## src/rtl/exec_sequencer_pkg.sv

```systemverilog
// Shared definitions for the execution sequencer: FSM state codes, the opcodes it
// reacts to directly, and default timing parameters.
package exec_sequencer_pkg;

    typedef enum logic [1:0] {
        RUN     = 2'd0,
        MD_WAIT = 2'd1,
        IN_WAIT = 2'd2,
        HALTED  = 2'd3
    } seq_state_t;

    localparam logic [5:0] OP_IN   = 6'b011000;
    localparam logic [5:0] OP_HALT = 6'b011011;

    localparam int unsigned DEFAULT_MD_TIMEOUT  = 64;
    localparam int unsigned DEFAULT_SYNC_STAGES = 2;

    // The in opcode owns its own stall, so a Halt flag raised alongside it is not a halt.
    function automatic logic is_halt_op(input logic [5:0] op, input logic halt_flag);
        return (op == OP_HALT) || (halt_flag && (op != OP_IN));
    endfunction

endpackage

```

## src/rtl/exec_sequencer_if.sv

```systemverilog
// Connection bundle between the control decoder / mult-div unit / user switches
// and the execution sequencer that gates their write enables.
interface exec_sequencer_if;

    logic [5:0]  opcode;
    logic        Halt;
    logic        WriteR;
    logic        WriteM;
    logic        WriteO;
    logic        WriteLH;
    logic        md_done;
    logic        in_valid;
    logic        resume;

    logic        PcEn;
    logic        RegWrEn;
    logic        MemWrEn;
    logic        OutLoad;
    logic        LHWrite;
    logic        md_start;
    logic        InAck;
    logic [1:0]  state;
    logic        md_err;
    logic [31:0] retired;

    modport master (
        output opcode, Halt, WriteR, WriteM, WriteO, WriteLH, md_done, in_valid, resume,
        input  PcEn, RegWrEn, MemWrEn, OutLoad, LHWrite, md_start, InAck, state, md_err, retired
    );

    modport slave (
        input  opcode, Halt, WriteR, WriteM, WriteO, WriteLH, md_done, in_valid, resume,
        output PcEn, RegWrEn, MemWrEn, OutLoad, LHWrite, md_start, InAck, state, md_err, retired
    );

endinterface

```

## src/rtl/exec_sequencer_edge_sync.sv

```systemverilog
// Multi-flop synchronizer for an asynchronous level input followed by a registered
// rising-edge detector; rise is a single-cycle pulse SYNC_STAGES+1 clocks after the change.
module edge_sync #(
    parameter int unsigned SYNC_STAGES = 2
) (
    input  logic clock,
    input  logic reset,
    input  logic async_in,
    output logic rise
);

    logic [SYNC_STAGES-1:0] sync_q;
    logic                   last_q;
    logic                   synced;

    assign synced = sync_q[SYNC_STAGES-1];

    always_ff @(posedge clock or posedge reset) begin
        if (reset) begin
            sync_q <= '0;
            last_q <= 1'b0;
            rise   <= 1'b0;
        end else begin
            sync_q[0] <= async_in;
            for (int unsigned i = 1; i < SYNC_STAGES; i++) begin
                sync_q[i] <= sync_q[i-1];
            end
            last_q <= synced;
            rise   <= synced & ~last_q;
        end
    end

endmodule

```

## src/rtl/exec_sequencer.sv

```systemverilog
// Execution sequencer: gates decoder write enables and the PC update, stalling for
// the mult/div unit, user input and halt, and counts retired (PC-advancing) cycles.
module exec_sequencer
    import exec_sequencer_pkg::*;
#(
    parameter int unsigned MD_TIMEOUT  = DEFAULT_MD_TIMEOUT,
    parameter int unsigned SYNC_STAGES = DEFAULT_SYNC_STAGES
) (
    input  logic                    clock,
    input  logic                    reset,
    exec_sequencer_if.slave         bus
);

    localparam int unsigned TIMER_W = (MD_TIMEOUT > 1) ? $clog2(MD_TIMEOUT) : 1;
    localparam logic [TIMER_W-1:0] TIMER_LAST = TIMER_W'(MD_TIMEOUT - 1);

    seq_state_t         state_q;
    seq_state_t         state_d;
    logic [TIMER_W-1:0] timer_q;
    logic [TIMER_W-1:0] timer_d;
    logic               md_err_q;
    logic               err_set;
    logic [31:0]        retired_q;

    logic pc_en;
    logic reg_wr;
    logic mem_wr;
    logic out_load;
    logic lh_write;
    logic md_start;
    logic in_ack;

    logic in_rise;
    logic resume_rise;

    edge_sync #(.SYNC_STAGES(SYNC_STAGES)) u_in_sync (
        .clock    (clock),
        .reset    (reset),
        .async_in (bus.in_valid),
        .rise     (in_rise)
    );

    edge_sync #(.SYNC_STAGES(SYNC_STAGES)) u_resume_sync (
        .clock    (clock),
        .reset    (reset),
        .async_in (bus.resume),
        .rise     (resume_rise)
    );

    always_ff @(posedge clock or posedge reset) begin
        if (reset) begin
            state_q   <= RUN;
            timer_q   <= '0;
            md_err_q  <= 1'b0;
            retired_q <= '0;
        end else begin
            state_q  <= state_d;
            timer_q  <= timer_d;
            md_err_q <= md_err_q | err_set;
            if (pc_en) begin
                retired_q <= retired_q + 32'd1;
            end
        end
    end

    always_comb begin
        state_d  = state_q;
        timer_d  = timer_q;
        err_set  = 1'b0;
        pc_en    = 1'b0;
        reg_wr   = 1'b0;
        mem_wr   = 1'b0;
        out_load = 1'b0;
        lh_write = 1'b0;
        md_start = 1'b0;
        in_ack   = 1'b0;

        case (state_q)
            RUN: begin
                if (bus.opcode == OP_IN) begin
                    state_d = IN_WAIT;
                end else if (is_halt_op(bus.opcode, bus.Halt)) begin
                    state_d = HALTED;
                end else if (bus.WriteLH) begin
                    md_start = 1'b1;
                    timer_d  = '0;
                    state_d  = MD_WAIT;
                end else begin
                    pc_en    = 1'b1;
                    reg_wr   = bus.WriteR;
                    mem_wr   = bus.WriteM;
                    out_load = bus.WriteO;
                end
            end
            // A done pulse on the last permitted cycle still completes the operation.
            MD_WAIT: begin
                if (bus.md_done) begin
                    lh_write = 1'b1;
                    pc_en    = 1'b1;
                    state_d  = RUN;
                end else if (timer_q == TIMER_LAST) begin
                    err_set = 1'b1;
                    state_d = HALTED;
                end else begin
                    timer_d = timer_q + TIMER_W'(1);
                end
            end
            IN_WAIT: begin
                if (in_rise) begin
                    reg_wr  = 1'b1;
                    in_ack  = 1'b1;
                    pc_en   = 1'b1;
                    state_d = RUN;
                end
            end
            HALTED: begin
                if (resume_rise) begin
                    pc_en   = 1'b1;
                    state_d = RUN;
                end
            end
            default: state_d = RUN;
        endcase

        // Reset is asynchronous, so the combinational enables are silenced directly.
        if (reset) begin
            pc_en    = 1'b0;
            reg_wr   = 1'b0;
            mem_wr   = 1'b0;
            out_load = 1'b0;
            lh_write = 1'b0;
            md_start = 1'b0;
            in_ack   = 1'b0;
            err_set  = 1'b0;
        end
    end

    assign bus.PcEn     = pc_en;
    assign bus.RegWrEn  = reg_wr;
    assign bus.MemWrEn  = mem_wr;
    assign bus.OutLoad  = out_load;
    assign bus.LHWrite  = lh_write;
    assign bus.md_start = md_start;
    assign bus.InAck    = in_ack;
    assign bus.state    = state_q;
    assign bus.md_err   = md_err_q;
    assign bus.retired  = retired_q;

endmodule

```

## src/flat_wrapper.sv

```systemverilog
// flat-port wrapper written by rule: the top's interface ports become plain ports
module exec_sequencer_flat import exec_sequencer_pkg::*;
#(
    parameter int unsigned MD_TIMEOUT  = DEFAULT_MD_TIMEOUT,
    parameter int unsigned SYNC_STAGES = DEFAULT_SYNC_STAGES
)
  (clock, reset, bus_opcode, bus_Halt, bus_WriteR, bus_WriteM, bus_WriteO, bus_WriteLH, bus_md_done, bus_in_valid, bus_resume, bus_PcEn, bus_RegWrEn, bus_MemWrEn, bus_OutLoad, bus_LHWrite, bus_md_start, bus_InAck, bus_state, bus_md_err, bus_retired);
  exec_sequencer_if bus_i ();
  input  logic clock;
  input  logic reset;
  input wire logic [$bits(bus_i.opcode)-1:0] bus_opcode;
  input wire logic [$bits(bus_i.Halt)-1:0] bus_Halt;
  input wire logic [$bits(bus_i.WriteR)-1:0] bus_WriteR;
  input wire logic [$bits(bus_i.WriteM)-1:0] bus_WriteM;
  input wire logic [$bits(bus_i.WriteO)-1:0] bus_WriteO;
  input wire logic [$bits(bus_i.WriteLH)-1:0] bus_WriteLH;
  input wire logic [$bits(bus_i.md_done)-1:0] bus_md_done;
  input wire logic [$bits(bus_i.in_valid)-1:0] bus_in_valid;
  input wire logic [$bits(bus_i.resume)-1:0] bus_resume;
  output wire logic [$bits(bus_i.PcEn)-1:0] bus_PcEn;
  output wire logic [$bits(bus_i.RegWrEn)-1:0] bus_RegWrEn;
  output wire logic [$bits(bus_i.MemWrEn)-1:0] bus_MemWrEn;
  output wire logic [$bits(bus_i.OutLoad)-1:0] bus_OutLoad;
  output wire logic [$bits(bus_i.LHWrite)-1:0] bus_LHWrite;
  output wire logic [$bits(bus_i.md_start)-1:0] bus_md_start;
  output wire logic [$bits(bus_i.InAck)-1:0] bus_InAck;
  output wire logic [$bits(bus_i.state)-1:0] bus_state;
  output wire logic [$bits(bus_i.md_err)-1:0] bus_md_err;
  output wire logic [$bits(bus_i.retired)-1:0] bus_retired;
  assign bus_i.opcode = bus_opcode;
  assign bus_i.Halt = bus_Halt;
  assign bus_i.WriteR = bus_WriteR;
  assign bus_i.WriteM = bus_WriteM;
  assign bus_i.WriteO = bus_WriteO;
  assign bus_i.WriteLH = bus_WriteLH;
  assign bus_i.md_done = bus_md_done;
  assign bus_i.in_valid = bus_in_valid;
  assign bus_i.resume = bus_resume;
  assign bus_PcEn = bus_i.PcEn;
  assign bus_RegWrEn = bus_i.RegWrEn;
  assign bus_MemWrEn = bus_i.MemWrEn;
  assign bus_OutLoad = bus_i.OutLoad;
  assign bus_LHWrite = bus_i.LHWrite;
  assign bus_md_start = bus_i.md_start;
  assign bus_InAck = bus_i.InAck;
  assign bus_state = bus_i.state;
  assign bus_md_err = bus_i.md_err;
  assign bus_retired = bus_i.retired;
  exec_sequencer #(.MD_TIMEOUT(MD_TIMEOUT), .SYNC_STAGES(SYNC_STAGES)) u_core (.clock(clock), .reset(reset), .bus(bus_i));
endmodule
```

## config.mk

```make
export PLATFORM = sky130hd
export DESIGN_NAME = exec_sequencer_flat
export DESIGN_NICKNAME = d
export VERILOG_FILES = /design/src/rtl/exec_sequencer_pkg.sv /design/src/rtl/exec_sequencer_if.sv /design/src/rtl/exec_sequencer_edge_sync.sv /design/src/rtl/exec_sequencer.sv /design/src/flat_wrapper.sv
export SDC_FILE = /design/constraint.sdc
export NUM_CORES = 1
export LEC_CHECK = 0
export BUFFER_PORTS_ARGS = -buffer_cell sky130_fd_sc_hd__buf_4
export CAP_MARGIN = 20
export CORE_ASPECT_RATIO = 1.75
export CORE_UTILIZATION = 48
export DETAILED_ROUTE_END_ITERATION = 10
export GPL_ROUTABILITY_DRIVEN = 0
export PLACE_DENSITY = 0.76
export SLEW_MARGIN = 10
export SYNTH_ARGS = -nofsm -noshare
export SYNTH_HDL_FRONTEND = slang
export SYNTH_HIERARCHICAL = 1
export SYNTH_SLANG_ARGS = --single-unit
```

## constraint.sdc

```tcl
create_clock -name clock -period 1.8 [get_ports clock]
set_clock_uncertainty 0.15 [all_clocks]
set_input_delay 0.09 -clock clock [delete_from_list [all_inputs] [get_ports clock]]
set_output_delay 0.09 -clock clock [all_outputs]
set_load 0.005 [all_outputs]
```

==> results of run 1 <==
==> cells in the mapped netlist (2+ instances only) <==
cell type and count:
xor2_1 20, nor2_1 11, nor3_2 5, nand3_1 11, mux2i_1 2, o31ai_1 2
o21ai_0 7, a31oi_1 3, nand4_1 8, nor3_1 7, ha_1 2, o21ai_1 2
or3_1 2, xnor2_1 12, nand2b_1 4, dfrtp_1 49, and4_1 4, nand2_1 18
and3_1 4, inv_1 14, nor2b_4 2, and2_1 4, nor2b_1 2
==> worst min-delay path: stages <==
cell,delay [ns]
buf_4,0.12
a21oi_1,0.18
o31ai_1,0.10
==> state kept, by name (all words and copies together), names as in the netlist <==
| signal | count |
|---|---|
| u_core/u_in_sync/last_q | 1 |
| u_core/u_in_sync/rise | 1 |
| u_core/u_resume_sync/sync_q | 2 |
| u_core/bus.state | 2 |
| u_core/bus.md_err | 1 |
| u_core/u_resume_sync/rise | 1 |
| u_core/u_resume_sync/last_q | 1 |
| u_core/bus.retired | 32 |
| u_core/timer_q | 6 |
| u_core/u_in_sync/sync_q | 2 |
==> cells in the final DEF (no fill, tap or decap), types with 4 or more instances in the layout <==
cell type	instances
buf_4	103
buf_6	13
nor2_1	5
nand3_1	9
inv_1	13
nand4_1	8
nand2_1	14
clkbuf_8	5
xnor2_1	11
nor3_4	8
nor2_4	4
xor2_1	19
dfrtp_1	48
o21ai_0	5
dlygate4sd3_1	4
==> path summary, 6_finish.rpt <==
path / from / to / slack [ns]
worst max-delay path: u_core/bus.state[0] / u_core/bus.retired[19] / -0.35
worst min-delay path: bus_opcode[1] / u_core/bus.state[0] / 0.07
worst max register to register: u_core/bus.state[0] / u_core/bus.retired[19] / -0.35
worst min register to register: u_core/u_resume_sync/sync_q[0] / u_core/u_resume_sync/sync_q[1] / 0.21
max in group asynchronous: reset / u_core/bus.retired[31] / 0.77
min in group asynchronous: reset / u_core/u_resume_sync/last_q / 0.08
==> logic make-up (layout without fill, tap and decap cells) <==
| family | after synthesis | count (layout) |
|---|---|---|
| adders and majority gates | 2 | 2 |
| buffers and inverters | 17 | 146 |
| and+or+nand+nor | 89 | 89 |
| DFF | 49 | 49 |
| muxes | 3 | 3 |
| xor gates and xnor gates | 32 | 32 |
| AOI/OAI and AO/OA | 27 | 27 |
==> through the flow <==
stage | total power (W) | setup TNS (ns) | hold WS, ns | util (%)
after floorplan | 0.00197 | -0.463 | -0.294 | -
after detailed placement | 0.00253 | -1.27 | -0.101 | 68.0
final | 0.00377 | -7.77 | 0.0680 | 80.5
after global routing | 0.00394 | -10.02 | 0.0752 | 80.5
after CTS | 0.00352 | -5.09 | 0.0184 | 77.4
after global placement | 0.00249 | -0.125 | -0.107 | 68.0
==> per-layer routing <==
metal	vias to the layer above	GRT usage (%)	part of all wire, %
met4	0	15.8	4.3
met5	-	0	0
met1	1101	31.8	38
li1	1019	-	-
met2	104	50.0	54
met3	32	5.02	4.3
==> timing repair <==
action	4_1_cts	5_1_grt
hold buffers	4	0
gates resized for setup	52	22
pin swaps	40	16
setup endpoints to repair	32	46
buffers inserted	12	5
endpoints found under the hold margin	52	0
==> layout make-up <==
type                            count  area (um2)
Tap cell                           52        65.1
Multi-Input combinational cell    153        1330
Clock inverter                      3        17.5
Fill cell                         281         916
Inverter                           15        65.1
Timing Repair Buffer              123        1010
Sequential cell                    49        1230
Clock buffer                        5        68.8
==> power groups by stage <==
stage / registers [W] / clock network, W / logic (W)
after global routing: 0.00144 / 0.000717 / 0.00178
after CTS: 0.00140 / 0.000655 / 0.00146
final: 0.00142 / 0.000669 / 0.00168
after global placement: 0.00144 / 0 / 0.00106
after floorplan: 0.00145 / 0 / 0.000518
after detailed placement: 0.00145 / 0 / 0.00108
==> metrics, run 1 <==
status complete, but fails checks; failing checks negative setup slack; setup ws final -0.352 ns; core area 0.00471 mm2; CP Buf/Inv Count 3; total wire length 7.43 mm; CP Capture Type flip-flop; Clk Latency, worst-skew pair 0.31 ns; first-pass GRT wire length 11.3 mm; RSZ-0062 raised after global routing true; total CTS buffers 5; number of port buffers 57; CP delay by family, top compound AO/OA/AOI/OAI gates; clk sinks 49; Synth top area share 51.6%; Syn Inst Count 219; row cnt 33; CP peak stage delay between 0.4 and 0.5 ns; Mapped Nets around 240; HP Class input port to flip-flop; Die W ~55 um; Synth area leader dfrtp_1; CP max stage cell dfrtp_1; relative slew slack between 60% and 70%; post-DP HPWL 4.37 mm; Antenna diodes 0; maximum clock frequency 465 MHz; Cell variety after synth 47; non-filler cells, final 400; DRT Pass-1 Iters 4; sequential power share a little under two fifths; Crit Path Class flip-flop to flip-flop; Synth Area in Compound Gates ~8.3%; pre-CTS setup slack -0.0939 ns; Synth Area in XOR/XNOR 11.8%; syn_area_per_cell between 10 and 15 um2; Crit path depth 8; clock root cell clkbuf_8; worst r2r path cells 8; Max Slew Vio Count 0; Worst IR Drop VDD 0.839 mV; Worst Setup Start Kind flip-flop; Comb pwr share 44.7%; CP arrival 2.22 ns; CTS tree done; H-tree depth 2; placed inst area between 0.003 and 0.004 mm2; vias per cell between 5 and 6; pin count of the biggest net entering global routing 19; Period Utilization, post-route 120%; Yosys reg bits 49; share of post-route cells with drive strength above 1 51.1%; number of DRC markers in iteration 0 77; Starting Density 50.5%; worst slew pin tran a little under 0.6 ns; clock power share between 10% and 20%; placed cells 371; overall die height 95.1 um; Sw Share a little over a third; final net count 365; Net Switching 0.00135 W; Vias 2256; Req. time, crit path 1.87 ns; CTS clock-pin slew for the worst setup and hold paths 0.09 ns; FFs w/ async S/R, synth 100%; simple-gate portion of the synthesized area a little under a quarter; Power Dens Cells between 900 and 1000 mW/mm2; wire length per cell between 15 and 20 um; Final setup viols 38; Final ANT Viol Nets 0; critical path peak fanout 4; Area contributors post-synth dfrtp_1, xor2_1, xnor2_1; final instance area 0.00379 mm2; mux contribution to synthesized area 1.47%; max cap viols 0; largest family of logic cells by synthesized area simple AND/OR/NAND/NOR gates; initial antenna violation count 0; Hold Path Depth 3; grt total ovfl 0; Die ar. 0.00525 mm2; Synth Warn # 6; Int Pwr 0.00242 W; vias in the first global route approximately 2400; Post-Syn Area approximately 0.0024 mm2; synthesis-to-layout area growth 59.5%; EDFF count, synth 0; Leak 1.97 nW; Clock Path Buffers 2; Post-Synth Adder-Cell Area about 1.1%; Most used DFF post-synth dfrtp_1; register area share after synthesis 51.6%; DRC Markers 0; global-route usage over all layers 28.2%; CP Cell Sequence buf_6 -> nor4_4 -> o21a_1 -> buf_4 -> o2111a_2 -> buf_12 -> nand2_2 -> xnor2_1; final hold vios 0; Final Critical Period around 2.2 ns; I/O pin cnt 58
(Power assumes the default switching activity.)
==> run 2, diff against run 1 <==
Settings changed: RECOVER_POWER set to 25.
==> run 2 against run 1 <==
  * Largest cell class unchanged
  * Non-clock buffer count did not move
  * Sequential share of layout area rose by 0.13 points
  * Largest power group unchanged
  * Hold slack barely moved
  * Wire length rose by 0.15%
  * The flow still finishes with violations (negative setup slack)
==> metrics, run 2 (synthesized netlist as in run 1, its figures left out) <==
total CTS buffers 5 (unchanged); Leak 1.96 nW (-0.54%); Final Critical Period 2.15 ns (-0.00000100 ns); final net count 365 (unchanged); Clk Latency, worst-skew pair 0.31 ns (about the same); vias in the first global route 2352 (unchanged); relative slew slack 61.1% (unchanged); most common cell after layout, fill and taps aside buf_4; CP Buf/Inv Count 3 (unchanged); Req. time, crit path 1.87 ns (about the same); initial antenna violation count 0 (unchanged); failing checks negative setup slack; vias per cell 5.65 (+0.18%); number of DRC markers in iteration 0 77 (unchanged); Power Dens Cells 998 mW/mm2 (+0.29%); clock root cell clkbuf_8; Worst Setup Start Kind flip-flop; total wire length 7.44 mm (+0.15%); hold_ws 0.0681 ns (+0.0000669 ns); DRC Markers 0 (unchanged); H-tree depth 2 (unchanged); post-DP HPWL 4.37 mm (unchanged); clk sinks 49 (unchanged); overall die height 95.1 um (unchanged); Die ar. 0.00525 mm2 (unchanged); core area 0.00471 mm2 (unchanged); pin count of the biggest net entering global routing 19 (unchanged); worst slew pin tran 0.581 ns (unchanged); CTS tree done; status complete, but fails checks; CP Cell Sequence buf_6 -> nor4_4 -> o21a_1 -> buf_4 -> o2111a_2 -> buf_12 -> nand2_2 -> xnor2_1; critical path peak fanout 4 (unchanged); CP peak stage delay 0.41 ns (about the same); DRT Pass-1 Iters 4 (unchanged); I/O pin cnt 58 (unchanged); Antenna diodes 0 (unchanged); row cnt 33 (unchanged); CP arrival 2.22 ns (about the same); max cap viols 0 (unchanged); placed cells 371 (unchanged); pre-CTS setup slack -0.0939 ns (unchanged); RSZ-0062 raised after global routing true; final hold vios 0 (unchanged); CTS clock-pin slew for the worst setup and hold paths 0.09 ns (about the same); maximum clock frequency 465 MHz (unchanged); most frequent cells in the layout buf_4, dfrtp_1, xor2_1; Final setup viols 38 (unchanged); Period Utilization, post-route 120% (about the same); share of post-route cells with drive strength above 1 50.6% (-0.57 points); first-pass GRT wire length 11.3 mm (unchanged); setup ws final -0.352 ns (+0.00000100 ns); Filler cells 283 (+0.71%); wire length per cell 18.6 um (+0.15%); Crit Path Class flip-flop to flip-flop; CP delay by family, top compound AO/OA/AOI/OAI gates; number of port buffers 57 (unchanged); HP Class input port to flip-flop; Final ANT Viol Nets 0 (unchanged); CP max stage cell dfrtp_1; Worst IR Drop VDD 0.837 mV (-0.15%); synthesis-to-layout area growth 58.8%; number of flip-flops in the largest register 32 (unchanged); non-filler cells, final 400 (unchanged); Starting Density 50.5% (unchanged); Die W 55.2 um (unchanged); grt total ovfl 0 (unchanged); CP Capture Type flip-flop; Clock Path Buffers 2 (unchanged); Vias 2260 (+0.18%); global-route usage over all layers 28.2% (unchanged); Max Slew Vio Count 0 (unchanged)
[run 2: final cells by class]
cell class	count	area, um2	area share [%]
tap	52	65.1	1.72
inverter	15	65.1	1.72
sequential	49	1230	32.5
multi-input combinational	153	1320	34.9
clock inverter	3	17.5	0.464
timing repair buffer	123	1010	26.9
clock buffer	5	68.8	1.82
[run 2: worst reg2reg max path, cell delays in order (launching register included)]
cell and delay [ns]:
dfrtp_1 0.41, buf_6 0.13, nor4_4 0.34, o21a_1 0.25, buf_4 0.13, o2111a_2 0.27
buf_12 0.12, nand2_2 0.05, xnor2_1 0.21
[run 2: where the power goes]
part           internal [W]  switching [W]
combinational      0.000888       0.000794
sequential          0.00126       0.000157
clock              0.000269       0.000399
[run 2: path summary, 6_finish.rpt]
path                                                start                        endpoint  slack (ns)  depth (start not counted)
setup / recovery                      u_core/bus.state[0]          u_core/bus.retired[19]       -0.35                          8
hold / removal                              bus_opcode[1]             u_core/bus.state[0]        0.07                          3
setup reg to reg                      u_core/bus.state[0]          u_core/bus.retired[19]       -0.35                          8
hold reg to reg            u_core/u_resume_sync/sync_q[0]  u_core/u_resume_sync/sync_q[1]        0.21                          0
max in group asynchronous                           reset          u_core/bus.retired[31]        0.77                          5
min in group asynchronous                           reset     u_core/u_resume_sync/last_q        0.08                          3
[run 2: routing by layer]
metal,part of all wire (%),track usage (%),vias to the layer above
li1,-,-,1020
met1,38,31.8,1102
met2,54,50.0,106
met3,4.3,5.02,32
met4,4.3,15.8,0
met5,0,0,-
[run 2: what timing repair did]
item	4_1_cts	5_1_grt
setup endpoints to repair	32	46
pin swaps	40	16
setup buffers	12	5
hold buffers	4	0
hold endpoints to repair	52	0
resized for setup	52	22
[run 2: stage by stage]
| stage | util (%) | instance area, um2 | total power (W) | TNS (ns) |
|---|---|---|---|---|
| floorplan | - | 2390 | 0.00197 | -0.463 |
| CTS | 77.4 | 3640 | 0.00352 | -5.09 |
| global route | 80.2 | 3780 | 0.00393 | -10.02 |
| finish | 80.2 | 3780 | 0.00377 | -7.77 |
| global placement | 68.0 | 3200 | 0.00249 | -0.125 |
| detailed placement | 68.0 | 3200 | 0.00253 | -1.27 |
==> run 3, diff against run 2 <==
Settings changed: TNS_END_PERCENT set to 20.
==> run 3 against run 2 <==
  * The flow still finishes with violations (negative setup slack)
  * Largest cell class is now sequential cells
  * Critical endpoint is now u_core/bus.retired[11]
  * Total power is 1.8% lower
  * Largest power group is now registers
  * Critical path type unchanged
  * Register-to-register slack better by 0.12 ns
  * Final area is 4.9% lower
  * Die area stayed put
  * Non-clock buffer count is 7 lower
  * Core utilization is 4.0 points lower
  * Critical path depth is 1 higher
==> metrics, run 3 (synthesized netlist as in run 1, its figures left out) <==
status complete, but fails checks; failing checks negative setup slack; total wire length 6.34 mm (-15%); CP delay by family, top flip-flops; CTS tree done; Clock Path Buffers 2 (unchanged); vias per cell 5.44 (-3.8%); Filler cells 314 (+11%); synthesis-to-layout area growth 51.0%; CP Cell Sequence buf_6 -> nor4_4 -> o21a_1 -> o21ai_4 -> buf_6 -> inv_6 -> buf_6 -> nand4_1 -> xnor2_1; overall die height 95.1 um (unchanged); worst r2r path cells 9 (+1); non-filler cells, final 393 (-1.8%); clock root cell clkbuf_8; pin count of the biggest net entering global routing 18 (-1); final net count 358 (-1.9%); area of the multi-input gates 0.00119 mm2 (-9.3%); maximum clock frequency 492 MHz (+6.0%); grt met2 use 46.2% (-3.8 points); grt met1 use 28.4% (-3.4 points); Antenna diodes 0 (unchanged); reg2reg end u_core/bus.retired[11]; max cap viols 0 (unchanged); CP Capture Type flip-flop; Final Critical Period 2.03 ns (-0.121 ns); Hold Path Sink u_core/bus.state[0]; row cnt 33 (unchanged); Leak 1.84 nW (-6.2%); Req. time, crit path 1.87 ns (about the same); Die ar. 0.00525 mm2 (unchanged); number of port buffers 57 (unchanged); setup ws final -0.231 ns (+0.121 ns); grt total ovfl 0 (unchanged); worst slew pin tran 0.430 ns (-0.151 ns); CP peak stage delay 0.44 ns (+0.03 ns); initial antenna violation count 0 (unchanged); Power Dens Cells 1030 mW/mm2 (+3.3%); pre-CTS setup slack -0.119 ns (-0.0246 ns); storage element area 0.00123 mm2 (unchanged); Final setup viols 38 (unchanged); Vias 2136 (-5.5%); most frequent cell on the critical path buf_6; most common cell after layout, fill and taps aside buf_4; global-route usage over all layers 25.4% (-2.8 points); Hold Path Depth 3 (unchanged); Die W 55.2 um (unchanged); clk sinks 49 (unchanged); placed cells 371 (unchanged); Critical path origin u_core/bus.state[1]; Worst IR Drop VDD 0.789 mV (-5.8%); Starting Density 50.5% (unchanged); Reg-to-Reg Start u_core/bus.state[1]; CP Buf/Inv Count 4 (+1); first-pass GRT wire length 10.3 mm (-8.2%); CP arrival 2.11 ns (-0.11 ns); H-tree depth 2 (unchanged); met3 Track Usage GR 4.75% (-0.27 points); Max Slew Vio Count 0 (unchanged); RSZ-0062 raised after global routing true; share of post-route cells with drive strength above 1 44.0% (-6.6 points); CP max stage cell dfrtp_2; I/O pin cnt 58 (unchanged); busiest grt layer met2; number of DRC markers in iteration 0 48 (-38%); Crit Path Class flip-flop to flip-flop; critical path peak fanout 6 (+2); relative slew slack 71.2% (+10 points); DRC Markers 0 (unchanged); core area 0.00471 mm2 (unchanged); vias in the first global route 2166 (-7.9%); Period Utilization, post-route 113% (-6.7 points); CTS clock-pin slew for the worst setup and hold paths 0.09 ns (about the same); Worst Setup Start Kind flip-flop; most frequent cells in the layout buf_4, dfrtp_1, xor2_1; final hold vios 0 (unchanged); total CTS buffers 5 (unchanged); Clk Latency, worst-skew pair 0.31 ns (about the same); min-delay src bus_opcode[1]; post-DP HPWL 4.38 mm (+0.27%); reg2reg setup slack -0.23 ns (+0.12 ns); HP Class input port to flip-flop; wire length per cell 16.1 um (-13%); Final ANT Viol Nets 0 (unchanged); DRT Pass-1 Iters 4 (unchanged); number of flip-flops in the largest register 32 (unchanged)
## run 3: cell types whose count changed in the layout (fill, tap and decap cells not counted), sizes merged
cell	previous run	this run
clkbuf	7	5
dlymetal6s4s	0	1
clkinv	2	1
dlygate4sd3	4	5
clkinvlp	2	1
buf	117	110
bufinv	0	2
## run 3: worst register-to-register path: stages (launching register included)
cell     delay [ns]
dfrtp_2        0.44
buf_6          0.13
nor4_4         0.30
o21a_1         0.25
o21ai_4        0.10
buf_6          0.13
inv_6          0.05
buf_6          0.11
nand4_1        0.10
xnor2_1        0.20
## run 3: metal layers
layer / vias up / routed length [um]
met5: - / 0
met2: 56 / 3500
li1: 1012 / -
met3: 19 / 241
met1: 1049 / 2430
met4: 0 / 171
## run 3: metrics by stage
stage / setup TNS (ns) / util [%] / total power [W] / cell area, um2 / hold slack (ns)
final: -5.20 / 76.3 / 0.00370 / 3590 / 0.0530
after global routing: -8.68 / 76.3 / 0.00390 / 3590 / 0.0886
after CTS: -4.91 / 74.5 / 0.00364 / 3510 / 0.0239
after detailed placement: -1.34 / 67.9 / 0.00252 / 3200 / -0.0992
after global placement: -0.286 / 67.9 / 0.00249 / 3200 / -0.111
after floorplan: -0.689 / - / 0.00195 / 2380 / -0.294
## run 3: timing repair
item                                   4_1_cts  5_1_grt
pin swaps                                   10       12
buffers inserted                             7        1
hold buffers                                 4        2
endpoints found under the hold margin       52        9
setup endpoints to repair                   33       45
gates cloned                                 0        0
resized for setup                           19       13
## run 3: power by group
part	total (W)	internal, W	switching, W	leakage, nW
clock network	0.000926	0.000552	0.000374	0.0681
registers	0.00141	0.00126	0.000149	0.634
logic	0.00136	0.000721	0.000644	1.13
total	0.00370	0.00253	0.00117	1.84
## run 3: cell type report
type / instances / area share (%)
Tap cell: 52 / 1.81
Timing Repair Buffer: 116 / 25.2
Multi-Input combinational cell: 153 / 33.3
Inverter: 15 / 1.81
Sequential cell: 49 / 34.2
Clock inverter: 3 / 1.81
Clock buffer: 5 / 1.92
## run 3: how the worst max path moves through the flow
stage	end	slack [ns]	cells after the start
detailed placement	u_core/bus.retired[9]	-0.12	6
global route	u_core/bus.retired[11]	-0.34	9
finish	u_core/bus.retired[11]	-0.23	9
floorplan	u_core/bus.retired[23]	-0.06	6
global placement	u_core/bus.retired[9]	-0.05	6
CTS	bus_PcEn	-0.24	6
